File: config.mk
export PLATFORM = sky130hd
export DESIGN_NAME = branch_hazard_ctrl
export DESIGN_NICKNAME = d
export VERILOG_FILES = /design/src/rtl/branch_hz_pkg.sv /design/src/rtl/sat_counter.sv /design/src/rtl/branch_hazard_ctrl.sv
export SDC_FILE = /design/constraint.sdc
export NUM_CORES = 1
export LEC_CHECK = 0
export CAP_MARGIN = 10
export CELL_PAD_IN_SITES_DETAIL_PLACEMENT = 1
export CELL_PAD_IN_SITES_GLOBAL_PLACEMENT = 1
export CORE_MARGIN = 2
export CORE_UTILIZATION = 30
export CTS_BUF_LIST = sky130_fd_sc_hd__clkbuf_2 sky130_fd_sc_hd__clkbuf_4 sky130_fd_sc_hd__clkbuf_8
export DETAILED_ROUTE_END_ITERATION = 10
export HOLD_SLACK_MARGIN = 0.06
export PLACE_DENSITY_LB_ADDON = 0.1
export RECOVER_POWER = 25
export SYNTH_ARGS = -nofsm -noshare
export SYNTH_HDL_FRONTEND = slang
export SYNTH_SLANG_ARGS = --single-unit
File: constraint.sdc
create_clock -name clk -period 1.85 [get_ports clk]
set_clock_uncertainty 0.2 [all_clocks]
set_input_delay 0.2775 -clock clk [delete_from_list [all_inputs] [get_ports clk]]
set_output_delay 0.2775 -clock clk [all_outputs]
set_load 0.005 [all_outputs]
File: src/rtl/branch_hz_pkg.sv
// Shared types and constants for the ID-stage branch hazard sequencer.
package branch_hz_pkg;

  typedef enum logic [1:0] {
    RUN     = 2'd0,
    STALL   = 2'd1,
    RESOLVE = 2'd2
  } state_t;

  typedef enum logic [1:0] {
    FWD_RF    = 2'b00,
    FWD_EXMEM = 2'b01,
    FWD_MEMWB = 2'b10
  } fwd_src_t;

  localparam logic [2:0] OP_BRANCH = 3'b110;

endpackage

File: src/rtl/sat_counter.sv
// Up-counter that sticks at all-ones instead of wrapping; async active-low clear.
module sat_counter #(
  parameter int unsigned W = 16
) (
  input  logic         clk,
  input  logic         rst_n,
  input  logic         en,
  output logic [W-1:0] q
);

  always_ff @(posedge clk or negedge rst_n) begin
    if (!rst_n) begin
      q <= '0;
    end else if (en && (q != '1)) begin
      q <= q + 1'b1;
    end
  end

endmodule

File: src/rtl/branch_hazard_ctrl.sv
// Branch hazard sequencer: counts out ID-branch stalls, selects comparator
// forwarding for the resolve cycle, flushes on taken, keeps perf counters.
module branch_hazard_ctrl
  import branch_hz_pkg::*;
#(
  parameter int unsigned CNT_W = 16
) (
  input  logic             clk,
  input  logic             rst_n,
  input  logic [2:0]       op,
  input  logic             th1,
  input  logic             th2,
  input  logic             ex_is_load,
  input  logic             mem_is_load,
  input  logic             branch_taken,
  input  logic             ext_stall,
  output logic             pc_stall,
  output logic             ifid_stall,
  output logic             idex_bubble,
  output logic             ifid_flush,
  output logic [1:0]       fwd_src,
  output logic [CNT_W-1:0] stall_cnt,
  output logic [CNT_W-1:0] flush_cnt
);

  state_t     state, state_n;
  logic [1:0] remain, remain_n;
  fwd_src_t   fwd_lat, fwd_lat_n;
  fwd_src_t   fwd_sel;
  logic       hz_stall, resolve;
  logic       stall_en, flush_en;

  always_ff @(posedge clk or negedge rst_n) begin
    if (!rst_n) begin
      state   <= RUN;
      remain  <= '0;
      fwd_lat <= FWD_RF;
    end else if (!ext_stall) begin
      state   <= state_n;
      remain  <= remain_n;
      fwd_lat <= fwd_lat_n;
    end
  end

  always_comb begin
    state_n   = state;
    remain_n  = remain;
    fwd_lat_n = fwd_lat;
    fwd_sel   = FWD_RF;
    hz_stall  = 1'b0;
    resolve   = 1'b0;
    unique case (state)
      RUN: begin
        if (op == OP_BRANCH) begin
          if (th1 && ex_is_load) begin
            hz_stall  = 1'b1;
            remain_n  = 2'd1;
            fwd_lat_n = FWD_MEMWB;
            state_n   = STALL;
          end else if (th1) begin
            hz_stall  = 1'b1;
            fwd_lat_n = FWD_EXMEM;
            state_n   = RESOLVE;
          end else if (th2 && mem_is_load) begin
            hz_stall  = 1'b1;
            fwd_lat_n = FWD_MEMWB;
            state_n   = RESOLVE;
          end else if (th2) begin
            resolve = 1'b1;
            fwd_sel = FWD_EXMEM;
          end else begin
            resolve = 1'b1;
          end
        end
      end
      STALL: begin
        hz_stall = 1'b1;
        if (remain != 2'd0) remain_n = remain - 2'd1;
        if (remain <= 2'd1) state_n = RESOLVE;
      end
      RESOLVE: begin
        resolve = 1'b1;
        fwd_sel = fwd_lat;
        state_n = RUN;
      end
      default: state_n = RUN;
    endcase
  end

  // ext_stall freezes the pipe front but must not inject bubbles or flushes;
  // fwd_src keeps tracking state so a frozen resolve holds its source.
  always_comb begin
    pc_stall    = 1'b0;
    ifid_stall  = 1'b0;
    idex_bubble = 1'b0;
    ifid_flush  = 1'b0;
    fwd_src     = 2'b00;
    if (rst_n) begin
      fwd_src = fwd_sel;
      if (ext_stall) begin
        pc_stall   = 1'b1;
        ifid_stall = 1'b1;
      end else begin
        pc_stall    = hz_stall;
        ifid_stall  = hz_stall;
        idex_bubble = hz_stall;
        ifid_flush  = resolve & branch_taken;
      end
    end
  end

  assign stall_en = hz_stall & ~ext_stall;
  assign flush_en = resolve & branch_taken & ~ext_stall;

  sat_counter #(.W(CNT_W)) u_stall_cnt (
    .clk   (clk),
    .rst_n (rst_n),
    .en    (stall_en),
    .q     (stall_cnt)
  );

  sat_counter #(.W(CNT_W)) u_flush_cnt (
    .clk   (clk),
    .rst_n (rst_n),
    .en    (flush_en),
    .q     (flush_cnt)
  );

endmodule

# Word level (Yosys, flattened, before mapping)
# Index checks and enable logic that the tools add are counted.
[word_totals]
register_bits = 38
in_bits = 11
out_inout_bits = 38
word_cells = 69
[op_classes]
addsub = 3
magnitude_cmp = 1
eq_ne = 10
n_mux = 35
bitwise_logic = 4
n_reduce_logical = 11
[ops]
columns = ["operator", "count"]
rows = [
  ["$add A16 B1 Y16 const B", 2],
  ["$ne A16 B16 Y1 const B", 2],
  ["$mux W2", 11],
  ["$mux W1", 19],
  ["$pmux W2 S2", 3],
  ["$ne A2 B2 Y1 const B", 4],
  ["$reduce_and A4 Y1", 2],
  ["$reduce_and A5 Y1", 1],
  ["$logic_and A1 B1 Y1", 4],
  ["$ne A4 B4 Y1 const B", 1],
  ["$pmux W1 S2", 2],
  ["$reduce_bool A2 Y1", 2],
  ["$and A1 B1 Y1", 3],
  ["$eq A3 B3 Y1 const B", 1],
  ["$reduce_bool A3 Y1", 1],
  ["$eq A2 B1 Y1 const B", 1],
  ["$eq A2 B2 Y1 const B", 1],
  ["$le A2 B1 Y1 const B", 1],
  ["$logic_not A2 Y1", 1],
  ["$sub A2 B1 Y2 const B", 1],
  ["$not A1 Y1", 1],
]

# Depth between registers and ports, before layout
# Gate-level depths: netlist (run 1).
[logic_depth]
word_depth = 9
ltp_mapped = 7
mapped_depth_nobuf = 6

# By module
# Synthesis (run 1) repeated with hierarchy kept, for this count alone.
[hier_totals]
hier_cells = 201
area_unflattened_um2 = 2223.4
[modules_own_cells]
columns = ["mod", "n_inst", "cells_each", "area_each_um2", "seq_area_each_um2"]
rows = [
  ["sat_counter", 2, 72, 859.6, 400.4],
  ["branch_hazard_ctrl", 1, 57, 504.2, 150.1],
]

# Worst setup path before layout (run 1)
# Ideal clock, no wire load.
[synth_timing]
kind = "register to register"
from = "register u_stall_cnt.q[0]"
to = "register u_stall_cnt.q[1]"
setup_ns = 0.125
arrival_time_ns = 1.620
required_ns = 1.525
path_slack_ns = -0.095
stages_incl_launch_ff = 6
n_path_buf = 0
period_less_slack_ns = 1.945
path_cell_list = "dfrtp_1 -> ha_1 -> nand2_1 -> nor4_4 -> a211oi_4 -> mux2_2"
[synth_between]
elab_chain_cells = 2
elab_cells_between_ends = 3
classes_between = "add/sub: 1; eq/ne: 1; reduce/logical: 1"
[synth_lines]
columns = ["item", "line", "text"]
rows = [
  ["start, declared", "sat_counter.sv:8", "output logic [W-1:0] q"],
  ["start signal, assigned", "sat_counter.sv:15", "q <= q + 1'b1;"],
  ["branches (longest 2 deep; another with $add A16 B1 Y16)", "-", ""],
]
# Parallel ways; which one is timed is not known.
# A chain may end at the register's enable or synchronous reset.

# Final worst setup path (run 1)
[layout_timing]
from = "register state[1]"
to = "register u_stall_cnt.q[1]"
[layout_between]
elab_chain_cells = 4
elab_cells_between_ends = 5
classes_between = "eq/ne: 1; mux: 1; bitwise: 1; reduce/logical: 2"
[layout_lines]
columns = ["item", "line", "text"]
rows = [
  ["start, declared", "branch_hazard_ctrl.sv:26", "state_t state, state_n;"],
  ["start signal, assigned", "branch_hazard_ctrl.sv:39", "state <= state_n;"],
  ["$eq A2 B1 Y1 or $logic_not A2 Y1 (tied branches)", "branch_hazard_ctrl.sv:52", "unique case (state)"],
  ["$pmux W1 S2 (*)", "branch_hazard_ctrl.sv:52", ""],
  ["$and A1 B1 Y1 (*)", "branch_hazard_ctrl.sv:112", "assign stall_en = hz_stall & ~ext_stall;"],
  ["$logic_and A1 B1 Y1 (*)", "sat_counter.sv:14", "end else if (en && (q != '1)) begin"],
]
# Every way passes the cells marked *; elsewhere a longest branch is shown, timed or not.

==> metrics.cfg, run 1 <==
[logic_synthesis]
yosys.area.top_type=dfrtp_1
syn-instance-count=185
synth_edf_count=0
ys_async_sr_fraction=1.00
yosysSeqAreaShare=0.473
avgSynthCellArea_um2=10.9
synth_commonest_cells=dfrtp_1, xnor2_1, nand4_1, nand2_1
synthFlopType=dfrtp_1
yosysMostFrequentCell=dfrtp_1
yosys_warnings=0
synth.distinct_cells=47
syn_nets=200
ys_top_cells_by_area=dfrtp_1, xnor2_1, nand4_1
synth_top_area_share=0.473
yosys_register_bits=38
syn-cell-area_um2=2010

[timing]
fin_crit_ps=2010
worstMarginPinSlew_ps=385
clock.fmax_mhz=497
hold_viol_final=0
drv_slew=0
holdWs_ps=284
slew-limit-headroom=0.744
fin_crit_sh=1.09
layout_setup_ws_ps=-163
setup_viol=17
rsz0062_at_grt=yes

[setup_path]
cp-endpoint=u_stall_cnt.q[1]
startpoint_type=flop
reg2reg_from=state[1]
crit_chain=buf_6, or2_4, buf_6, a211oi_4, buf_4, mux2_4
crit_type=flop to flop
critPathSlowestCell=dfrtp_2
ff2ff_setup_slack_ps=-160
end_kind=flop
cp_max_fo=3
crit_top_cell=buf_6
startpoint=state[1]
critPathArrivalTime_ps=2000
r2r_end=u_stall_cnt.q[1]
reg2reg_depth=6
max_stage_delay_ps=440
required_ps=1840

[finish]
drive_above_1_share=0.441
nFillCells=713
multi_input_area_um2=1230
final-seq-area_um2=952
syn_to_final_growth_pct=76.0
finalInstanceArea_um2=3540
utilization=0.551
antennaDiodeCount=0
nets=334

[die]
core_area_um2=6420
io_pins=49
rows=29
die_w_um=85.9
start_util=0.313
die_area_um2=7370
die_height_um=85.9

[clock_network]
cts_buffers=5
root_buffer=clkbuf_8
cts.path.max_buffers=2
clk-insertion-delay-late_ps=300
cts.clk_slew.worst_paths_ps=80
cts_tree=built
htree_levels=2
cts_sinks=38

[grt]
grt_use_total=0.171
antenna_found_initial=0
grt_overflow=0
grt_max_degree=28
grt_pass1_vias=2038
grt_first_pass_wirelength_mm=10.0

[place]
place_hpwl_mm=4.26
gp_congestion=0.762
dp_slack_ps=-530
numPortBuffers=48
dpl_cell_area_um2=3000

[outcome]
violations=design-rule violations, negative setup slack
status=complete, but fails checks

[route]
viasPerCell=4.88
detail-route-antenna-nets=0
drc_errors=3
drtIter0Drc=23
wl_per_cell_um=15.5
routed_wl_mm=6.14
vias=1936
drt_first_pass_iters=7

[min_path]
hold_class=flop to flop
hold_depth=2

[power_and_ir_drop]
leakagePower_nw=1.65
ir_drop_v=0.000510
p_per_area_nw_per_um2=692

[flow_run]
maxCapViolCount=0

-- layout make-up --
| class | instances | area share |
|---|---|---|
| clock buffer | 6 | 0.0233 |
| clock inverter | 2 | 0.00353 |
| inverter | 5 | 0.00530 |
| multi-input combinational | 137 | 0.348 |
| sequential | 38 | 0.269 |
| tap | 77 | 0.0272 |
| timing repair buffer | 132 | 0.323 |
-- power breakdown --
part	leakage, nW	internal (mW)	total [mW]	switching, mW
clock network	0.0472	0.300	0.624	0.324
logic	1.10	0.487	0.820	0.333
registers	0.503	0.931	1.01	0.0751
total	1.65	1.72	2.45	0.732
-- worst min path at each step --
| stage | start | to | slack, ps |
|---|---|---|---|
| finish | remain[1] | remain[1] | 280 |
| global route | remain[1] | remain[1] | 300 |
| floorplan | rst_n | fwd_lat[0] | -220 |
| CTS | remain[1] | remain[1] | 290 |
| detailed placement | rst_n | state[0] | -50 |
| global placement | rst_n | state[0] | -60 |
-- state kept, by name (all words and copies together), names as in the netlist --
name / flops
fwd_lat: 2
remain: 2
state: 2
u_flush_cnt.q: 16
u_stall_cnt.q: 16
-- cells in the final DEF (no fill, tap or decap), types with 5 or more instances in the layout --
cell             count
and3_1               9
buf_4               65
buf_6               17
clkbuf_8             6
clkdlybuf4s50_1     32
dfrtp_1             37
nand2_1             10
nand4_1             15
nor2_1               5
xnor2_1             19
-- stage by stage --
stage | TNS (ps) | cells | power (mW)
detailed placement | -14440 | 365 | 1.72
CTS | -1170 | 393 | 2.43
finish | -1160 | 397 | 2.45
global route | -2360 | 397 | 2.60
global placement | -12850 | 365 | 1.68
floorplan | -67.5 | 185 | 1.25
-- per-layer routing --
layer	global-route usage	wire [um]	up-vias
met2	0.287	3120	32
met5	0	0	-
li1	-	-	929
met4	0.0433	68	0
met1	0.226	2760	970
met3	0.0346	190	5
-- logic make-up after synthesis --
kind of cell / synth area share
and+or+nand+nor: 0.254
DFF: 0.473
xor gates and xnor gates: 0.118
AOI/OAI and AO/OA: 0.0753
buffers and inverters: 0.0268
muxes: 0.0286
adders and majority gates: 0.0249
-- repair_timing --
action,in CTS,in global routing
hold buffers,1,0
endpoints found under the setup margin,33,36
gates resized for setup,57,44
setup buffers,24,9
pin swaps,34,27
cloned,0,1
endpoints found under the hold margin,38,0
-- critical path: cells and delay by family, from the launching register on --
kind | cells | cell delay (ps)
AOI/OAI and AO/OA | 1 | 300
buffers and inverters | 3 | 440
DFF | 1 | 440
muxes | 1 | 290
and+or+nand+nor | 1 | 240
(Power assumes the default switching activity.)
==> inputs of run 2 (changes only) <==
--- a/config.mk
+++ b/config.mk
@@ -9,7 +9,7 @@
 export CELL_PAD_IN_SITES_DETAIL_PLACEMENT = 1
 export CELL_PAD_IN_SITES_GLOBAL_PLACEMENT = 1
 export CORE_MARGIN = 2
-export CORE_UTILIZATION = 30
+export CORE_UTILIZATION = 36
 export CTS_BUF_LIST = sky130_fd_sc_hd__clkbuf_2 sky130_fd_sc_hd__clkbuf_4 sky130_fd_sc_hd__clkbuf_8
 export DETAILED_ROUTE_END_ITERATION = 10
 export HOLD_SLACK_MARGIN = 0.06
==> run 2 against run 1 <==
  * The flow finishes with violations (negative setup slack)
  * Die area is 16% lower
  * Worst hold slack worse by 75 ps
  * First-iteration DRC count is 130% higher
  * Non-clock buffer count is 15 lower
  * Core utilization is 7.9 points higher
  * Critical endpoint is now fwd_src[0]
  * Sequential power hardly changed
  * Global-route usage is 5.3 points higher
  * Setup slack better by 47 ps
  * Flip-flop and latch count stayed put
  * Register-to-register slack better by 70 ps
  * Maximum frequency is 2.4% higher
  * Design area is 3.1% lower
==> metrics.cfg, run 2 (synthesis results as in run 1) <==
[clock_network]
cts_sinks=38  ; unchanged
htree_levels=2  ; unchanged
cts.clk_slew.worst_paths_ps=80  ; about the same
cts.path.max_buffers=2  ; unchanged
cts_buffers=5  ; unchanged
root_buffer=clkbuf_8  ; unchanged
cts_tree=built  ; unchanged
clk-insertion-delay-late_ps=300  ; about the same

[die]
die_height_um=78.7  ; was 85.9 um
io_pins=49  ; unchanged
start_util=0.370  ; was 0.313
die_w_um=78.7  ; was 85.9 um
core_area_um2=5440  ; was 6420 um2
rows=27  ; was 29
die_area_um2=6200  ; was 7370 um2

[route]
wl_per_cell_um=17.3  ; was 15.5 um
drc_errors=0  ; was 3
drtIter0Drc=54  ; was 23
viasPerCell=5.08  ; was 4.88
vias=1915  ; was 1936
routed_wl_mm=6.51  ; was 6.14 mm
detail-route-antenna-nets=0  ; unchanged
drt_first_pass_iters=4  ; was 7

[grt]
grt_overflow=0  ; unchanged
grt_max_degree=17  ; was 28
grt_use_total=0.224  ; was 0.171
grt_first_pass_wirelength_mm=10.8  ; was 10.0 mm
grt_pass1_vias=2165  ; was 2038
antenna_found_initial=0  ; unchanged

[place]
place_hpwl_mm=4.38  ; was 4.26 mm
numPortBuffers=48  ; unchanged
gp_congestion=0.826  ; was 0.762

[timing]
layout_setup_ws_ps=-116  ; was -163 ps
slew-limit-headroom=0.656  ; was 0.744
clock.fmax_mhz=509  ; was 497 MHz
fin_crit_ps=1970  ; was 2010 ps
drv_slew=0  ; unchanged
fin_crit_sh=1.06  ; was 1.09
rsz0062_at_grt=yes  ; unchanged
setup_tns_ps=-568  ; was -1160 ps
setup_viol=13  ; was 17
worstMarginPinSlew_ps=515  ; was 385 ps
hold_viol_final=0  ; unchanged

[power_and_ir_drop]
power_frac_comb=0.293  ; was 0.335
leakagePower_nw=1.59  ; was 1.65 nW
p_per_area_nw_per_um2=775  ; was 692 nW/um2
clock_power_share=0.326  ; was 0.255
seqPwrFrac=0.381  ; was 0.411
p_sw_uw=743  ; was 732 uW
switching_share=0.280  ; was 0.299
p_int_mw=1.91  ; was 1.72 mW
ir_drop_v=0.000673  ; was 0.000510 V

[setup_path]
critPathArrivalTime_ps=1490  ; was 2000 ps
end_kind=primary output  ; was flop
cp_max_fo=2  ; was 3
required_ps=1370  ; was 1840 ps
crit_type=flop to primary output  ; was flop to flop
startpoint_type=flop  ; unchanged

[outcome]
status=complete, but fails checks  ; unchanged
violations=negative setup slack  ; was design-rule violations, negative setup slack

[finish]
nets=319  ; was 334
layout_commonest_cell=buf_4  ; unchanged
drive_above_1_share=0.410  ; was 0.441
final-seq-area_um2=952  ; unchanged
antennaDiodeCount=0  ; unchanged
syn_to_final_growth_pct=70.6  ; was 76.0%
utilization=0.631  ; was 0.551
nFillCells=581  ; was 713
reg_top3=u_flush_cnt.q (16), u_stall_cnt.q (16)  ; unchanged
final_cell_mix=buf_4, dfrtp_1, clkdlybuf4s50_1  ; unchanged
multi_input_area_um2=1230  ; about the same

[flow_run]
maxCapViolCount=0  ; unchanged

[min_path]
hold_class=input port to flop  ; was flop to flop

## run 2: routing by layer
metal / global-route usage / up-vias / part of all wire
met5: 0 / - / 0
met3: 0.0443 / 7 / 0.035
met1: 0.270 / 958 / 0.41
met2: 0.407 / 42 / 0.55
met4: 0.0561 / 0 / 0.0088
li1: - / 908 / -
## run 2: through the flow
stage | power, mW | setup slack (ps) | instance area, um2 | std cells | hold slack (ps)
finish | 2.66 | -116 | 3430 | 377 | 209
global route | 2.81 | -177 | 3430 | 377 | 224
CTS | 2.62 | -89.9 | 3290 | 375 | 297
detailed placement | 1.68 | -564 | 2920 | 351 | -40.2
global placement | 1.63 | -497 | 2920 | 351 | -43.2
floorplan | 1.25 | -67.5 | 2010 | 185 | -218
## run 2: layout make-up
class                   count  share of cell area
clock buffers               5              0.0201
flip-flops and latches     38               0.278
well taps                  72              0.0263
clock inverters             3              0.0201
multi-input cells         137               0.359
inverters                   5             0.00547
repair buffers            117               0.292
## run 2: path summary, 6_finish.rpt
check | from | cells after the start | slack, ps | to
setup / recovery | state[1] | 5 | -120 | fwd_src[0]
hold / removal | th1 | 3 | 210 | fwd_lat[1]
setup reg to reg | state[1] | 6 | -90 | u_stall_cnt.q[1]
hold reg to reg | remain[1] | 2 | 300 | remain[1]
max in group asynchronous | rst_n | 3 | 540 | u_stall_cnt.q[2]
min in group asynchronous | rst_n | 2 | 330 | remain[0]
## run 2: timing repair
action,CTS,global route
setup buffers,15,5
pin swaps,26,25
resized for setup,67,32
hold buffers,1,0
endpoints found under the hold margin,38,0
setup endpoints to repair,33,39
cloned,2,0
## run 2: power by group through the flow
stage	combinational [mW]	sequential [mW]	clock [mW]
floorplan	0.196	1.05	0
global placement	0.625	1.01	0
detailed placement	0.665	1.02	0
CTS	0.730	1.01	0.884
global route	0.853	1.03	0.926
finish	0.779	1.01	0.866
## run 2: critical path, stage by stage, from the launching register on
cell and delay (ps):
dfrtp_2 430, buf_6 130, nor4b_4 210, a22o_1 160
and3_1 150, buf_2 110
==> inputs of run 3 (changes only) <==
--- a/config.mk
+++ b/config.mk
@@ -5,9 +5,9 @@
 export SDC_FILE = /design/constraint.sdc
 export NUM_CORES = 1
 export LEC_CHECK = 0
-export CAP_MARGIN = 10
 export CELL_PAD_IN_SITES_DETAIL_PLACEMENT = 1
 export CELL_PAD_IN_SITES_GLOBAL_PLACEMENT = 1
+export CORE_ASPECT_RATIO = 2
 export CORE_MARGIN = 2
 export CORE_UTILIZATION = 36
 export CTS_BUF_LIST = sky130_fd_sc_hd__clkbuf_2 sky130_fd_sc_hd__clkbuf_4 sky130_fd_sc_hd__clkbuf_8
==> run 3 against run 2 <==
  * The run still ends with negative setup slack left
  * Global-route usage up 3.6 points
  * Final cell count grew 3.4%
  * Highest routed layer unchanged
  * Clock-buffer cell count up 1
  * Via count up 9.7%
  * Worst hold slack better by 17 ps
  * Largest power group unchanged
==> metrics.cfg, run 3 (synthesis results as in run 1) <==
[power_and_ir_drop]
switching_share=0.285  ; was 0.280
clock_power_share=0.310  ; was 0.326
p_sw_uw=828  ; was 743 uW
power_frac_comb=0.331  ; was 0.293
ir_drop_v=0.000989  ; was 0.000673 V
p_int_mw=2.08  ; was 1.91 mW
seqPwrFrac=0.359  ; was 0.381
leakagePower_nw=1.74  ; was 1.59 nW
p_per_area_nw_per_um2=796  ; was 775 nW/um2
p_total_mw=2.91  ; was 2.66 mW

[clock_network]
root_buffer=clkbuf_8  ; unchanged
cts_tree=built  ; unchanged
htree_levels=2  ; unchanged
cts.clk_slew.worst_paths_ps=80  ; about the same
cts_buffers=5  ; unchanged
clk-insertion-delay-late_ps=300  ; about the same
cts.path.max_buffers=2  ; unchanged
cts_sinks=38  ; unchanged

[grt]
antenna_found_initial=0  ; unchanged
grt_pass1_vias=2426  ; was 2165
grt_overflow=0  ; unchanged
grt_max_degree=17  ; unchanged
grt_first_pass_wirelength_mm=12.1  ; was 10.8 mm
grt_use_total=0.260  ; was 0.224

[route]
detail-route-antenna-nets=0  ; unchanged
drt_first_pass_iters=4  ; unchanged
vias=2100  ; was 1915
drtIter0Drc=53  ; was 54
routed_wl_mm=8.37  ; was 6.51 mm
viasPerCell=5.38  ; was 5.08
wl_per_cell_um=21.5  ; was 17.3 um
drc_errors=0  ; unchanged

[finish]
stdcell_count=390  ; was 377
reg_top3=u_flush_cnt.q (16), u_stall_cnt.q (16)  ; unchanged
utilization=0.673  ; was 0.631
final_cell_mix=buf_4, dfrtp_1, clkdlybuf4s50_1  ; unchanged
syn_to_final_growth_pct=81.5  ; was 70.6%
layout_commonest_cell=buf_4  ; unchanged
nets=344  ; was 319
antennaDiodeCount=0  ; unchanged
nFillCells=577  ; was 581
drive_above_1_share=0.442  ; was 0.410

[die]
die_height_um=110  ; was 78.7 um
die_area_um2=6240  ; was 6200 um2
io_pins=49  ; unchanged
start_util=0.371  ; was 0.370
die_w_um=56.8  ; was 78.7 um
core_area_um2=5420  ; was 5440 um2
rows=38  ; was 27

[timing]
clock.fmax_mhz=514  ; was 509 MHz
setup_viol=22  ; was 13
holdWs_ps=226  ; was 209 ps
worstMarginPinSlew_ps=383  ; was 515 ps
hold_viol_final=0  ; unchanged
drv_slew=0  ; unchanged
layout_setup_ws_ps=-95.1  ; was -116 ps
rsz0062_at_grt=yes  ; unchanged
fin_crit_sh=1.05  ; was 1.06
fin_crit_ps=1950  ; was 1970 ps
slew-limit-headroom=0.744  ; was 0.656

[setup_path]
crit_chain=buf_6, nor4b_4, a22o_1, and3_1, buf_2  ; unchanged
ff2ff_setup_slack_ps=-90  ; about the same
r2r_end=u_stall_cnt.q[9]  ; was u_stall_cnt.q[1]
reg2reg_from=u_stall_cnt.q[3]  ; was state[1]
startpoint_type=flop  ; unchanged
critPathSlowestCell=dfrtp_2  ; unchanged
required_ps=1370  ; about the same
cp_max_fo=2  ; unchanged
crit_type=flop to primary output  ; unchanged
end_kind=primary output  ; unchanged
reg2reg_depth=7  ; was 6
max_stage_delay_ps=420  ; was 430 ps
critPathArrivalTime_ps=1470  ; was 1490 ps

[min_path]
hold_class=input port to asynchronous set/reset pin  ; was input port to flop

[place]
place_hpwl_mm=5.23  ; was 4.38 mm
dp_cells=345  ; was 351
gp_congestion=0.848  ; was 0.826
numPortBuffers=48  ; unchanged

[outcome]
violations=negative setup slack  ; unchanged
status=complete, but fails checks  ; unchanged

[flow_run]
maxCapViolCount=0  ; unchanged

run 3: worst max-delay path by stage:
stage / from / end / slack (ps) / depth (start not counted)
floorplan: u_stall_cnt.q[0] / u_stall_cnt.q[1] / -70 / 5
global placement: th1 / ifid_flush / -630 / 6
detailed placement: th1 / ifid_flush / -670 / 6
CTS: state[1] / fwd_src[0] / -60 / 5
global route: u_stall_cnt.q[3] / u_stall_cnt.q[9] / -190 / 7
finish: state[1] / fwd_src[0] / -100 / 5
run 3: final cells by class:
type	instances	area, um2	share of cell area
inverters	5	18.8	0.00514
well taps	60	75.1	0.0206
clock inverters	2	60.1	0.0165
multi-input cells	137	1240	0.339
clock buffers	6	82.6	0.0226
repair buffers	142	1220	0.335
flip-flops and latches	38	952	0.261
run 3: metrics by stage:
stage	setup TNS, ps	cell area, um2	setup WS [ps]
finish	-1160	3650	-95.1
global route	-2700	3650	-194
CTS	-232	3450	-58.6
detailed placement	-17510	2970	-674
global placement	-14580	2970	-626
floorplan	-67.5	2010	-67.5
run 3: power by group through the flow:
stage	registers [mW]	logic [mW]	clock network, mW
2_1_floorplan	1.05	0.196	0
3_3_place_gp	1.01	0.649	0
3_5_place_dp	1.02	0.700	0
4_1_cts	1.03	0.879	0.888
5_1_grt	1.05	1.03	0.937
6_report	1.04	0.961	0.902
run 3: timing repair:
| action | in CTS | in global routing |
|---|---|---|
| resized for setup | 74 | 30 |
| endpoints found under the hold margin | 38 | 0 |
| buffers inserted | 21 | 14 |
| hold buffers | 3 | 0 |
| endpoints found under the setup margin | 35 | 38 |
| pin swaps | 31 | 20 |
run 3: critical path, delay by kind of cell, from the launching register on:
| family | cells | cell delay, ps |
|---|---|---|
| flops | 1 | 420 |
| compound gates | 1 | 160 |
| buf+inv | 2 | 240 |
| simple gates | 2 | 340 |
run 3: per-layer routing:
layer / vias up / track usage / wire length, um
li1: 950 / - / -
met1: 1071 / 0.230 / 2750
met2: 61 / 0.533 / 5130
met3: 18 / 0.0376 / 244
met4: 0 / 0.140 / 247
met5: - / 0 / 0
